File: config.mk
export PLATFORM = sky130hd
export DESIGN_NAME = gpr_wb_scoreboard_flat
export DESIGN_NICKNAME = d
export VERILOG_FILES = /design/src/rtl/gpr_wb_if.sv /design/src/rtl/gpr_wb_scoreboard.sv /design/src/flat_wrapper.sv
export SDC_FILE = /design/constraint.sdc
export NUM_CORES = 1
export LEC_CHECK = 0
export BUFFER_PORTS_ARGS = -buffer_cell sky130_fd_sc_hd__buf_2
export CAP_MARGIN = 20
export CORE_AREA = 10 10 120 122
export CTS_CLUSTER_DIAMETER = 60
export DETAILED_ROUTE_END_ITERATION = 12
export DIE_AREA = 0 0 130 132
export PLACE_DENSITY = 0.86
export SYNTH_ARGS = -nofsm -noshare
export SYNTH_HDL_FRONTEND = slang
export SYNTH_SLANG_ARGS = --single-unit
export TNS_END_PERCENT = 5
File: constraint.sdc
create_clock -name clk -period 2.76 [get_ports clk]
set_clock_uncertainty 0.05 [all_clocks]
set_input_delay 0.276 -clock clk [delete_from_list [all_inputs] [get_ports clk]]
set_output_delay 0.276 -clock clk [all_outputs]
set_load 0.05 [all_outputs]
File: src/rtl/gpr_wb_if.sv
// gpr_wb_if: ID hazard query, long-latency result offer, pipeline writeback and RF write port bundle.
interface gpr_wb_if;
    logic        id_valid;
    logic        id_go;
    logic [4:0]  id_r1;
    logic [4:0]  id_r2;
    logic        id_r1_used;
    logic        id_r2_used;
    logic [4:0]  id_rw;
    logic        id_long;
    logic        issue_stall;
    logic        lu_valid;
    logic [4:0]  lu_rw;
    logic [31:0] lu_data;
    logic        lu_ready;
    logic        wb_we;
    logic [4:0]  wb_rw;
    logic [31:0] wb_din;
    logic        rf_we;
    logic [4:0]  rf_waddr;
    logic [31:0] rf_wdata;

    modport master (
        output id_valid, id_go, id_r1, id_r2, id_r1_used, id_r2_used, id_rw, id_long,
        output lu_valid, lu_rw, lu_data, wb_we, wb_rw, wb_din,
        input  issue_stall, lu_ready, rf_we, rf_waddr, rf_wdata
    );
    modport slave (
        input  id_valid, id_go, id_r1, id_r2, id_r1_used, id_r2_used, id_rw, id_long,
        input  lu_valid, lu_rw, lu_data, wb_we, wb_rw, wb_din,
        output issue_stall, lu_ready, rf_we, rf_waddr, rf_wdata
    );
endinterface

File: src/rtl/gpr_wb_scoreboard.sv
// gpr_wb_scoreboard: arbitrates the GPR write port between pipeline writeback and buffered
// long-latency results, and stalls ID on hazards against outstanding long-latency destinations.
module gpr_wb_scoreboard #(
    parameter int PEND_DEPTH = 2,
    parameter int MAX_OUT    = 4
) (
    input logic     clk,
    input logic     resetn,
    gpr_wb_if.slave bus
);
    localparam int PW = (PEND_DEPTH > 1) ? $clog2(PEND_DEPTH) : 1;
    localparam int CW = $clog2(PEND_DEPTH + 1);
    localparam int OW = $clog2(MAX_OUT + 1);

    logic [4:0]    fifo_rw_q   [PEND_DEPTH];
    logic [31:0]   fifo_data_q [PEND_DEPTH];
    logic [PW-1:0] rd_ptr_q, wr_ptr_q;
    logic [CW-1:0] fifo_cnt_q, fifo_cnt_d;
    logic [31:0]   sb_q, sb_d;
    logic [OW-1:0] out_cnt_q, out_cnt_d;
    logic          push, pop, sb_set, sb_clr;
    logic [4:0]    head_rw;
    logic [31:0]   head_data;

    assign head_rw   = fifo_rw_q[rd_ptr_q];
    assign head_data = fifo_data_q[rd_ptr_q];
    assign push      = bus.lu_valid & bus.lu_ready;
    assign pop       = !bus.wb_we && fifo_cnt_q != '0;
    assign sb_set    = bus.id_go & bus.id_long & (bus.id_rw != 5'd0);
    assign sb_clr    = pop & (head_rw != 5'd0);

    always_comb begin
        fifo_cnt_d = fifo_cnt_q + CW'(push) - CW'(pop);
        out_cnt_d  = out_cnt_q + OW'(sb_set) - OW'(sb_clr);
        sb_d       = sb_q;
        if (sb_clr) sb_d[head_rw] = 1'b0;
        if (sb_set) sb_d[bus.id_rw] = 1'b1;
        sb_d[0]    = 1'b0;
    end

    // Any nonzero id_rw is a destination: long ops and wb-path writes alike hit WAW.
    assign bus.issue_stall = bus.id_valid & (
        (bus.id_r1_used & sb_q[bus.id_r1]) |
        (bus.id_r2_used & sb_q[bus.id_r2]) |
        ((bus.id_rw != 5'd0) & sb_q[bus.id_rw]) |
        (bus.id_long & (out_cnt_q == OW'(MAX_OUT))));
    assign bus.lu_ready = fifo_cnt_q != CW'(PEND_DEPTH);
    assign bus.rf_we    = resetn & (bus.wb_we ? (bus.wb_rw != 5'd0) : sb_clr);
    assign bus.rf_waddr = !resetn ? 5'd0 : bus.wb_we ? bus.wb_rw : pop ? head_rw : 5'd0;
    assign bus.rf_wdata = !resetn ? 32'd0 : bus.wb_we ? bus.wb_din : pop ? head_data : 32'd0;

    always_ff @(posedge clk or negedge resetn) begin
        if (!resetn) begin
            rd_ptr_q   <= '0;
            wr_ptr_q   <= '0;
            fifo_cnt_q <= '0;
            sb_q       <= '0;
            out_cnt_q  <= '0;
        end else begin
            rd_ptr_q   <= rd_ptr_q + PW'(pop);
            wr_ptr_q   <= wr_ptr_q + PW'(push);
            fifo_cnt_q <= fifo_cnt_d;
            sb_q       <= sb_d;
            out_cnt_q  <= out_cnt_d;
        end
    end

    always_ff @(posedge clk) begin
        if (push) begin
            fifo_rw_q[wr_ptr_q]   <= bus.lu_rw;
            fifo_data_q[wr_ptr_q] <= bus.lu_data;
        end
    end

    sb_same_bit: assert property (@(posedge clk) disable iff (!resetn)
        !(sb_set && sb_clr && bus.id_rw == head_rw));
endmodule

File: src/flat_wrapper.sv
// flat-port wrapper written by rule: the top's interface ports become plain ports
module gpr_wb_scoreboard_flat 
#(
    parameter int PEND_DEPTH = 2,
    parameter int MAX_OUT    = 4
)
  (clk, resetn, bus_id_valid, bus_id_go, bus_id_r1, bus_id_r2, bus_id_r1_used, bus_id_r2_used, bus_id_rw, bus_id_long, bus_lu_valid, bus_lu_rw, bus_lu_data, bus_wb_we, bus_wb_rw, bus_wb_din, bus_issue_stall, bus_lu_ready, bus_rf_we, bus_rf_waddr, bus_rf_wdata);
  gpr_wb_if bus_i ();
  input logic clk;
  input logic resetn;
  input wire logic [$bits(bus_i.id_valid)-1:0] bus_id_valid;
  input wire logic [$bits(bus_i.id_go)-1:0] bus_id_go;
  input wire logic [$bits(bus_i.id_r1)-1:0] bus_id_r1;
  input wire logic [$bits(bus_i.id_r2)-1:0] bus_id_r2;
  input wire logic [$bits(bus_i.id_r1_used)-1:0] bus_id_r1_used;
  input wire logic [$bits(bus_i.id_r2_used)-1:0] bus_id_r2_used;
  input wire logic [$bits(bus_i.id_rw)-1:0] bus_id_rw;
  input wire logic [$bits(bus_i.id_long)-1:0] bus_id_long;
  input wire logic [$bits(bus_i.lu_valid)-1:0] bus_lu_valid;
  input wire logic [$bits(bus_i.lu_rw)-1:0] bus_lu_rw;
  input wire logic [$bits(bus_i.lu_data)-1:0] bus_lu_data;
  input wire logic [$bits(bus_i.wb_we)-1:0] bus_wb_we;
  input wire logic [$bits(bus_i.wb_rw)-1:0] bus_wb_rw;
  input wire logic [$bits(bus_i.wb_din)-1:0] bus_wb_din;
  output wire logic [$bits(bus_i.issue_stall)-1:0] bus_issue_stall;
  output wire logic [$bits(bus_i.lu_ready)-1:0] bus_lu_ready;
  output wire logic [$bits(bus_i.rf_we)-1:0] bus_rf_we;
  output wire logic [$bits(bus_i.rf_waddr)-1:0] bus_rf_waddr;
  output wire logic [$bits(bus_i.rf_wdata)-1:0] bus_rf_wdata;
  assign bus_i.id_valid = bus_id_valid;
  assign bus_i.id_go = bus_id_go;
  assign bus_i.id_r1 = bus_id_r1;
  assign bus_i.id_r2 = bus_id_r2;
  assign bus_i.id_r1_used = bus_id_r1_used;
  assign bus_i.id_r2_used = bus_id_r2_used;
  assign bus_i.id_rw = bus_id_rw;
  assign bus_i.id_long = bus_id_long;
  assign bus_i.lu_valid = bus_lu_valid;
  assign bus_i.lu_rw = bus_lu_rw;
  assign bus_i.lu_data = bus_lu_data;
  assign bus_i.wb_we = bus_wb_we;
  assign bus_i.wb_rw = bus_wb_rw;
  assign bus_i.wb_din = bus_wb_din;
  assign bus_issue_stall = bus_i.issue_stall;
  assign bus_lu_ready = bus_i.lu_ready;
  assign bus_rf_we = bus_i.rf_we;
  assign bus_rf_waddr = bus_i.rf_waddr;
  assign bus_rf_wdata = bus_i.rf_wdata;
  gpr_wb_scoreboard #(.PEND_DEPTH(PEND_DEPTH), .MAX_OUT(MAX_OUT)) u_core (.clk(clk), .resetn(resetn), .bus(bus_i));
endmodule
---- Word level (Yosys, flattened, before mapping) ----
Memory sizes are Yosys's and may differ from the RTL's.
Index checks and enable logic that the tools add are counted.
storage, ports and cells
  logic and storage cells ................. 66
  input port bits ......................... 98
  output and inout bits ................... 40
  bits in writable memories ............... 74
  register bits ........................... 38
  memories kept ........................... 2
memories
  memory              words  width  rd ports  clocked after Yosys merged registers in  write ports  line                     text
  u_core.fifo_data_q  2      32     1         0                                        1            gpr_wb_scoreboard.sv:16  logic [31:0] fifo_data_q [PEND_DEPTH];
  u_core.fifo_rw_q    2      5      1         0                                        1            gpr_wb_scoreboard.sv:15  logic [4:0] fifo_rw_q [PEND_DEPTH];
cells by class
  order comparisons ....................... 6
  multiplexer cells ....................... 21
  bitwise operators ....................... 16
  reductions and logical operators ........ 8
  equal/unequal tests ..................... 2
  add/subtract/negate cells ............... 6
operator list
  operator              number
  $mux W32              5
  $and A32 B32 Y32      1
  $not A32 Y32          1
  $or A32 B32 Y32       1
  $lt A5 B6 Y1 const B  4
  $bmux W1 S5           3
  $mux W5               3
  $reduce_bool A5 Y1    3
  $and A1 B1 Y1         10
  $demux W1 S5          2
  $ge A5 B1 Y1 const B  2
  $mux W1               8
  $add A3 B1 Y3         1
  $eq A3 B3 Y1 const B  1
  $logic_and A1 B1 Y1   3
  $or A1 B1 Y1          3
  $sub A3 B1 Y3         1
  $add A1 B1 Y1         2
  $add A2 B1 Y2         1
  $ne A2 B2 Y1 const B  1
  $reduce_bool A2 Y1    1
  $sub A2 B1 Y2         1
  $logic_not A1 Y1      1

---- Logic depth before layout (Yosys ltp) ----
Gate-level depths: netlist of the first run.
An unclocked memory read counts as a cell.
  depth in word-level cells ............... 10
  gate-level depth with buffers ........... 12
  gate-level depth less buffers ........... 10

---- Worst setup path after synthesis of the first run ----
OpenSTA, ideal clock, no wires.
  path kind ............................... reg2reg
  start ................................... reg u_core.rd_ptr_q
  end ..................................... reg u_core.out_cnt_q[2]
  cell stages (with the launch flop) ...... 13
  setup time .............................. 0.123 ns
  data required time ...................... 2.587 ns
  clock period less this slack ............ 2.557 ns
  data arrival time ....................... 2.385 ns
  slack ................................... 0.203 ns
  path buffers ............................ 2
  path through ............................ dfrtp_1 -> clkbuf_1 -> buf_2 -> mux2i_1 -> nand3_1 -> nor3_1 -> nor2_1 -> ha_1 -> inv_1 -> ha_1 -> inv_1 -> fa_1 -> xnor2_1
between the ends
  cells in the longest elaborated chain, start to end .. 4
RTL lines
  element                  line                     text
  start, declared          gpr_wb_scoreboard.sv:17  logic [PW-1:0] rd_ptr_q, wr_ptr_q;
  start signal, assigned   gpr_wb_scoreboard.sv:60  rd_ptr_q <= rd_ptr_q + PW'(pop);
  $mem_v2 Z2 W5            --
  $reduce_bool A5 Y1       gpr_wb_scoreboard.sv:30  assign sb_clr = pop & (head_rw != 5'd0);
  $and A1 B1 Y1            gpr_wb_scoreboard.sv:30
  $sub A3 B1 Y3            gpr_wb_scoreboard.sv:34  out_cnt_d = out_cnt_q + OW'(sb_set) - OW'(sb_clr);
  net u_core.out_cnt_d[2]  gpr_wb_scoreboard.sv:20  logic [OW-1:0] out_cnt_q, out_cnt_d;
  end signal, assigned     gpr_wb_scoreboard.sv:64  out_cnt_q <= out_cnt_d;
  end, declared            gpr_wb_scoreboard.sv:20
The timed path passes the listed nets, and every way through them passes these cells.

---- Final worst setup path of the first run ----
  start ................................... reg u_core.sb_q[10]
  end ..................................... out bus_issue_stall
between the ends
  cells in the longest elaborated chain, start to end .. 7
  elaborated cells between the ends (all ways) .. 13
  those cells by class .................... 6 x mux; 7 x bitwise
RTL lines
  element                                  line                                              text
  start, declared                          gpr_wb_scoreboard.sv:19                           logic [31:0] sb_q, sb_d;
  start signal, assigned                   gpr_wb_scoreboard.sv:57                           sb_q <= '0;
  start signal, assigned                   gpr_wb_scoreboard.sv:63                           sb_q <= sb_d;
  $bmux W1 S5, on equally long branches    gpr_wb_scoreboard.sv:43, gpr_wb_scoreboard.sv:44
  $mux W1, on equally long branches        gpr_wb_scoreboard.sv:43, gpr_wb_scoreboard.sv:44
  $and A1 B1 Y1, on equally long branches  gpr_wb_scoreboard.sv:43, gpr_wb_scoreboard.sv:44
  $or A1 B1 Y1                             gpr_wb_scoreboard.sv:43                           (bus.id_r1_used & sb_q[bus.id_r1]) |
  $or A1 B1 Y1 (*)                         gpr_wb_scoreboard.sv:44                           (bus.id_r2_used & sb_q[bus.id_r2]) |
  $or A1 B1 Y1 (*)                         gpr_wb_scoreboard.sv:45                           ((bus.id_rw != 5'd0) & sb_q[bus.id_rw]) |
  $and A1 B1 Y1 (*)                        gpr_wb_scoreboard.sv:42                           assign bus.issue_stall = bus.id_valid & (
  end, declared                            flat_wrapper.sv:25                                output wire logic [$bits(bus_i.issue_stall)-1:0] bus_issue_stall;
Mark *: on every way between the ends. The rest lies on a longest branch, timed or not. The select of a mux whose other input is x is not followed.

==> results of run 1 <==
-- metal layers --
metal  GRT usage  up-vias  routed length, um
met4      0.0619        2                315
met1       0.224     2174               6210
met5           0        -                  7
li1            -     2057                  -
met3      0.0692       29               1800
met2       0.295      281               7550
-- worst reg2reg max path, stage by stage (launching register included) --
cell                      delay (ns)
sky130_fd_sc_hd__dfrtp_2        0.47
sky130_fd_sc_hd__mux2i_1        0.35
sky130_fd_sc_hd__nand3_1        0.20
sky130_fd_sc_hd__nor3_1         0.17
sky130_fd_sc_hd__nor2_1         0.08
sky130_fd_sc_hd__ha_1           0.26
sky130_fd_sc_hd__inv_1          0.06
sky130_fd_sc_hd__ha_1           0.14
sky130_fd_sc_hd__inv_1          0.05
sky130_fd_sc_hd__fa_1           0.37
sky130_fd_sc_hd__xnor2_1        0.14
-- what timing repair did --
item,in CTS,in global routing
endpoints found under the hold margin,6,0
hold buffers,1,0
gates resized for setup,0,2
setup endpoints to repair,0,1
-- per-stage QoR --
step,setup slack (ns),util,power (mW)
2_1_floorplan,0.203,-,4.40
3_3_place_gp,0.331,0.559,5.06
3_5_place_dp,0.280,0.559,5.19
4_1_cts,0.102,0.585,6.45
5_1_grt,0.0202,0.585,6.81
6_report,0.137,0.585,6.45
-- sequential cells by signal, indices dropped and copies added, names as in the netlist --
| register | flops |
|---|---|
| u_core.fifo_cnt_q | 2 |
| u_core.fifo_data_q | 64 |
| u_core.fifo_rw_q | 10 |
| u_core.out_cnt_q | 3 |
| u_core.rd_ptr_q | 1 |
| u_core.sb_q | 31 |
| u_core.wr_ptr_q | 1 |
-- final cells by class --
class | count | area (sq um)
clock inverters | 7 | 75.1
repair buffers | 149 | 806
multi-input cells | 332 | 2460
flip-flops and latches | 112 | 3170
fillers | 947 | 4940
well taps | 147 | 184
clock buffers | 9 | 225
inverters | 12 | 45.0
-- where the power goes --
part           switching [mW]  total [mW]  leakage, nW  internal (mW)
Sequential              0.401        2.76         1.17           2.36
Combinational            1.44        2.43         1.65          0.987
Clock                   0.621        1.26        0.142          0.638
Total                    2.47        6.45         2.96           3.98
-- placed cells by master, fill, tap and decap left out, types with 3 or more instances in the layout --
cell,n
sky130_fd_sc_hd__buf_2,136
sky130_fd_sc_hd__o21ai_0,97
sky130_fd_sc_hd__edfxtp_1,74
sky130_fd_sc_hd__nand2_1,50
sky130_fd_sc_hd__mux2i_1,45
sky130_fd_sc_hd__and2_1,37
sky130_fd_sc_hd__dfrtp_1,37
sky130_fd_sc_hd__mux4_2,15
sky130_fd_sc_hd__inv_1,12
sky130_fd_sc_hd__nand3_1,11
sky130_fd_sc_hd__nor2_1,10
sky130_fd_sc_hd__buf_4,10
sky130_fd_sc_hd__clkbuf_16,9
sky130_fd_sc_hd__mux2_2,6
sky130_fd_sc_hd__nor2b_1,6
sky130_fd_sc_hd__xnor2_1,5
sky130_fd_sc_hd__mux4_1,5
sky130_fd_sc_hd__nand3b_1,4
sky130_fd_sc_hd__ha_1,4
sky130_fd_sc_hd__a21oi_1,3
sky130_fd_sc_hd__nand2b_1,3
-- final timing paths --
kind / end / depth (start not counted) / slack [ns]
worst min-delay path: u_core.fifo_data_q[0][14] / 1 / 0.06
worst max-delay path: bus_issue_stall / 6 / 0.14
min in group asynchronous: u_core.sb_q[30] / 2 / 0.41
worst max register to register: u_core.out_cnt_q[2] / 10 / 0.32
worst min register to register: u_core.fifo_cnt_q[1] / 1 / 0.48
max in group asynchronous: u_core.sb_q[6] / 3 / 1.70
-- cell families after synthesis --
family	share of synthesized area
fa+ha+maj	0.0164
mux	0.171
xor+xnor	0.00756
simple gates	0.120
compound gates	0.108
flops	0.548
buf+inv	0.0290
==> results_dict.tcl, run 1 <==
set metrics [dict create \
    antenna_cells 0 \
    synth.top_cells.by_area "sky130_fd_sc_hd__edfxtp_1 (38%), sky130_fd_sc_hd__dfrtp_1 (16%), sky130_fd_sc_hd__o21ai_0 (8.4%), sky130_fd_sc_hd__mux2i_1 (7.8%), sky130_fd_sc_hd__mux4_2 (5.8%)" \
    cpLargestDelayFamily "multiplexers" \
    worst_ep_arrival_time_ns 2.30 \
    design.portCount 138 \
    initialDrtViolationCount 407 \
    synth-edff-count 74 \
    crit_chain "mux4_1 -> mux4_2 -> nand2b_4 -> o2111ai_2 -> o211ai_2 -> buf_4" \
    run_status "finished, final reports clean" \
    ys_ff_latch 112 \
    grt_setup_unrepaired "no" \
    start_util 0.486 \
    clkTransAtPathRegs_ns 0.08 \
    holdWs_ns 0.0636 \
    area_growth_syn_to_layout_pct 20.3 \
    synth_ff_type "sky130_fd_sc_hd__edfxtp_1" \
    io_buffer_count 137 \
    vias_per_inst 5.92 \
    cpPeakStageDelay_ns 0.53 \
    syn-mean-instance-area_sq_um 12.0 \
    floorplan.rows 40 \
    vdd_drop_max_mv 0.614 \
    synth_most_common_cell "sky130_fd_sc_hd__o21ai_0" \
    finalSetupViolations 0 \
    worstSkewPairLatency_ns 0.35 \
    cap_violations 0 \
    worst_setup_path_startpoint "u_core.sb_q[10]" \
    min_period_ns 2.62 \
    global_route.usage.total 0.185 \
    clock_tree_from_tritoncts "yes" \
    clock_tree.buffer_depth 2 \
    final_layout_size_suffix_gt1_frac 0.309 \
    wl_um 15900 \
    syn_area_sq_um 5790 \
    min_from "bus_lu_data[14]" \
    ys_warn_count 0 \
    power.leakage_nw 2.96 \
    yosysSeqAreaShare 0.548 \
    final_non_filler_cell_area_sq_um 6970 \
    timing.hold.worst.class "in -> reg" \
    postSynth.asyncResetShare 0.339 \
    final.setup.tns_ns 0 \
    pwr_cell_area_nw_per_um2 926 \
    ys_types 44 \
    dpl-instance-area_sq_um 6650 \
    dr.pass1.iters 5 \
    detailedPlacementHpwl_um 12000 \
    worst_setup_path_start_kind "register" \
    nNetsFinal 721 \
    synth_cells 484 \
    final-max-slew-violation-count 0 \
    clock_sink_count 112 \
    fin_cells 768 \
    critPathRequiredTime_ns 2.43 \
    timing.rr.start "u_core.rd_ptr_q" \
    first_global_vias 4821 \
    synth_area_leader_cell "sky130_fd_sc_hd__edfxtp_1" \
    ctsRootBufferMaster "sky130_fd_sc_hd__clkbuf_16" \
    timing_worst_slew_pin_value_ns 0.562 \
    drt-wirelength-per-cell_um 20.7 \
    core_area_sq_um 11900 \
    fp.dieArea_sq_um 17200 \
    synth.net_count 589 \
    layout_worst_path_cycle_share 0.950 \
    fmax_mhz 381 \
    die_height_um 132 \
    gp_routability_congestion 0.964 \
    clock_tree.htree_level_count 3 \
    max-slew-margin-rel 0.625 \
    num_vias 4543 \
    drc 0 \
    final_hold_violating_endpoints 0 \
    crit_path_end_kind "primary output" \
    gr-total-overflow 0 \
    die_width_um 130 \
    path_class "reg -> out" \
    grt_pass1_wl_um 25300 \
    largest_net_degree_at_the_start_of_global_routing 41 \
    synthTopCellsByCount "sky130_fd_sc_hd__o21ai_0 (97), sky130_fd_sc_hd__edfxtp_1 (74), sky130_fd_sc_hd__nand2_1 (50)" \
    antenna_violations_before_repair 1 \
    critical_path.slowest_cell "sky130_fd_sc_hd__mux4_1" \
    critical_path_buf_inv_count 1 \
    postRouteAntennaNets 0 \
    cts.repair_timing.setup_buffer_count 0 \
    cts-buffers-inserted 9 \
    netlist.area_leader.share 0.384 \
    placed_cells 751 \
    critPathMaxFanout 4 \
]
Power figures use the tool's default switching activity.
==> inputs of run 2 (changes only) <==
Settings changed: ABC_AREA from default to 1, CORE_AREA 10 10 120 122 to 10 10 122 124, DIE_AREA 0 0 130 132 to 0 0 132 134, REMOVE_ABC_BUFFERS from default to 1.
==> run 2 against run 1 <==
Compared with the run above: die area is 3.1% higher; utilization is 0.94 points lower; setup slack better by 0.049 ns; register-to-register slack worse by 0.13 ns; maximum frequency is 1.9% higher; combinational power is 8.6% higher; sequential cell count stayed put; first-iteration DRC count is 12% higher; via count is 20% higher; sequential power is 3% lower.
==> results_dict.tcl, run 2 <==
set metrics [dict create \
    grt_setup_unrepaired "no" \
    synth_cells 750 \
    fp.dieArea_sq_um 17700 \
    die_width_um 132 \
    worst_ep_arrival_time_ns 2.75 \
    crit_path_end_kind "register" \
    timing_worst_slew_pin_value_ns 0.647 \
    max-slew-margin-rel 0.569 \
    postSynth.asyncResetShare 0.339 \
    syn-mean-instance-area_sq_um 8.01 \
    clock_sink_count 112 \
    worst_setup_path_startpoint "u_core.rd_ptr_q" \
    finalSetupViolations 0 \
    cts-buffers-inserted 9 \
    largestRegisters "u_core.fifo_data_q (64), u_core.sb_q (31), u_core.fifo_rw_q (10)" \
    floorplan.rows 41 \
    ys_ff_latch 112 \
    timing.rr.start "u_core.rd_ptr_q" \
    holdWs_ns 0.0650 \
    vias_per_inst 5.16 \
    grt_pass1_wl_um 26500 \
    largest_net_degree_at_the_start_of_global_routing 40 \
    pwr_cell_area_nw_per_um2 922 \
    io_buffer_count 137 \
    design.portCount 138 \
    synth-edff-count 74 \
    die_height_um 134 \
    power.leakage_nw 3.36 \
    postRouteAntennaNets 0 \
    ys_types 32 \
    worstSkewPairLatency_ns 0.34 \
    worst_setup_path_start_kind "register" \
    clock_tree.htree_level_count 3 \
    syn_area_sq_um 6010 \
    synth_area_leader_cell "sky130_fd_sc_hd__edfxtp_1" \
    clock_tree.buffer_depth 2 \
    timing.hold.worst.class "in -> reg" \
    synth_most_common_cell "sky130_fd_sc_hd__nand2_1" \
    gr-total-overflow 0 \
    first_global_vias 5588 \
    synth.top_cells.by_area "sky130_fd_sc_hd__edfxtp_1 (37%), sky130_fd_sc_hd__nand2_1 (20%), sky130_fd_sc_hd__dfrtp_1 (16%), sky130_fd_sc_hd__nand3_1 (4.9%), sky130_fd_sc_hd__o21ai_0 (4.7%)" \
    critPathRequiredTime_ns 2.94 \
    synth_ff_type "sky130_fd_sc_hd__edfxtp_1" \
    drc 0 \
    reg2reg_depth 13 \
    final-max-slew-violation-count 0 \
    gp_routability_congestion 0.911 \
    worst_setup_path_endpoint "u_core.out_cnt_q[2]" \
    max_ffs_per_register 64 \
    cts.repair_timing.setup_buffer_count 0 \
    area_growth_syn_to_layout_pct 19.4 \
    vdd_drop_max_mv 0.602 \
    final_layout_size_suffix_gt1_frac 0.206 \
    post-route-util 0.575 \
    layout_worst_path_cycle_share 0.933 \
    num_vias 5459 \
    clkTransAtPathRegs_ns 0.07 \
    synthTopCellsByCount "sky130_fd_sc_hd__nand2_1 (317), sky130_fd_sc_hd__edfxtp_1 (74), sky130_fd_sc_hd__nand3_1 (59)" \
    antenna_violations_before_repair 3 \
    run_status "finished, final reports clean" \
    dr.pass1.iters 5 \
    min_period_ns 2.57 \
    final_cell_mix "sky130_fd_sc_hd__nand2_1 (317), sky130_fd_sc_hd__buf_2 (137), sky130_fd_sc_hd__edfxtp_1 (74), sky130_fd_sc_hd__nand3_1 (59), sky130_fd_sc_hd__inv_1 (58)" \
    netlist.area_leader.share 0.370 \
    ys_warn_count 0 \
    initialDrtViolationCount 454 \
    layout_commonest_cell "sky130_fd_sc_hd__nand2_1" \
    clock_tree_from_tritoncts "yes" \
    critPathMaxFanout 14 \
    yosysSeqAreaShare 0.528 \
    detailedPlacementHpwl_um 12000 \
    start_util 0.482 \
    largest-register "u_core.fifo_data_q" \
    nNetsFinal 985 \
    path_class "reg -> reg" \
    ctsRootBufferMaster "sky130_fd_sc_hd__clkbuf_16" \
    drt-wirelength-per-cell_um 15.2 \
    fmax_mhz 388 \
    rr_endpoint "u_core.out_cnt_q[2]" \
    core_area_sq_um 12500 \
    final_hold_violating_endpoints 0 \
    wl_um 16000 \
    global_route.usage.total 0.180 \
    cap_violations 0 \
    setup.reg_to_reg.worst_slack_ns 0.19 \
]
## run 2: per-stage QoR
step	power, mW	setup TNS, ns	setup WS, ns	area [sq um]	instances
6_report	6.62	0	0.185	7170	1058
4_1_cts	6.63	0	0.174	7170	1057
5_1_grt	7.10	0	0.0241	7170	1057
3_3_place_gp	5.25	0	0.301	6860	1040
2_1_floorplan	4.50	-1.98	-0.685	5870	720
3_5_place_dp	5.33	0	0.187	6860	1040
## run 2: how the worst min path moves through the flow
stage / startpoint / end / depth (start not counted)
6_report: bus_lu_rw[2] / u_core.fifo_rw_q[1][2] / 1
5_1_grt: bus_lu_data[6] / u_core.fifo_data_q[0][6] / 1
4_1_cts: bus_lu_rw[2] / u_core.fifo_rw_q[0][2] / 1
3_5_place_dp: resetn / u_core.sb_q[28] / 2
3_3_place_gp: resetn / u_core.sb_q[29] / 2
2_1_floorplan: resetn / u_core.fifo_cnt_q[0] / 0
## run 2: kinds of logic after synthesis
family	after synthesis	synth area share
simple gates	408	0.274
flops	112	0.528
compound gates	124	0.109
buf+inv	94	0.0629
xor+xnor	4	0.00583
mux	1	0.00375
fa+ha+maj	7	0.0158
## run 2: critical path, cell delays in order (launching register included)
cell,delay [ns]
sky130_fd_sc_hd__dfrtp_1,0.41
sky130_fd_sc_hd__buf_4,0.21
sky130_fd_sc_hd__o21ai_2,0.24
sky130_fd_sc_hd__inv_2,0.10
sky130_fd_sc_hd__nor2_4,0.10
sky130_fd_sc_hd__nand2_2,0.09
sky130_fd_sc_hd__o21ai_2,0.16
sky130_fd_sc_hd__inv_2,0.05
sky130_fd_sc_hd__ha_1,0.27
sky130_fd_sc_hd__inv_1,0.06
sky130_fd_sc_hd__ha_1,0.13
sky130_fd_sc_hd__inv_1,0.05
sky130_fd_sc_hd__fa_1,0.37
sky130_fd_sc_hd__xor2_1,0.17
## run 2: power breakdown
group,switching (mW),total [mW],internal (mW)
Clock,0.563,1.29,0.725
Combinational,1.83,2.64,0.814
Sequential,0.334,2.69,2.35
## run 2: cell type report
class | count | area, sq um
antenna | 1 | 2.50
clock buffer | 14 | 285
clock inverter | 2 | 17.5
fill | 1096 | 5290
inverter | 64 | 243
multi-input combinational | 544 | 2460
sequential | 112 | 3170
tap | 172 | 215
timing repair buffer | 149 | 778
## run 2: metal layers
layer	part of all wire	up-vias	track usage
li1	-	2705	-
met1	0.41	2483	0.210
met2	0.48	235	0.306
met3	0.091	32	0.0556
met4	0.021	4	0.0674
met5	0.0013	-	0
## run 2: repair_timing
action	CTS	global route
hold buffers	1	0
endpoints found under the hold margin	38	0
resized for setup	0	0
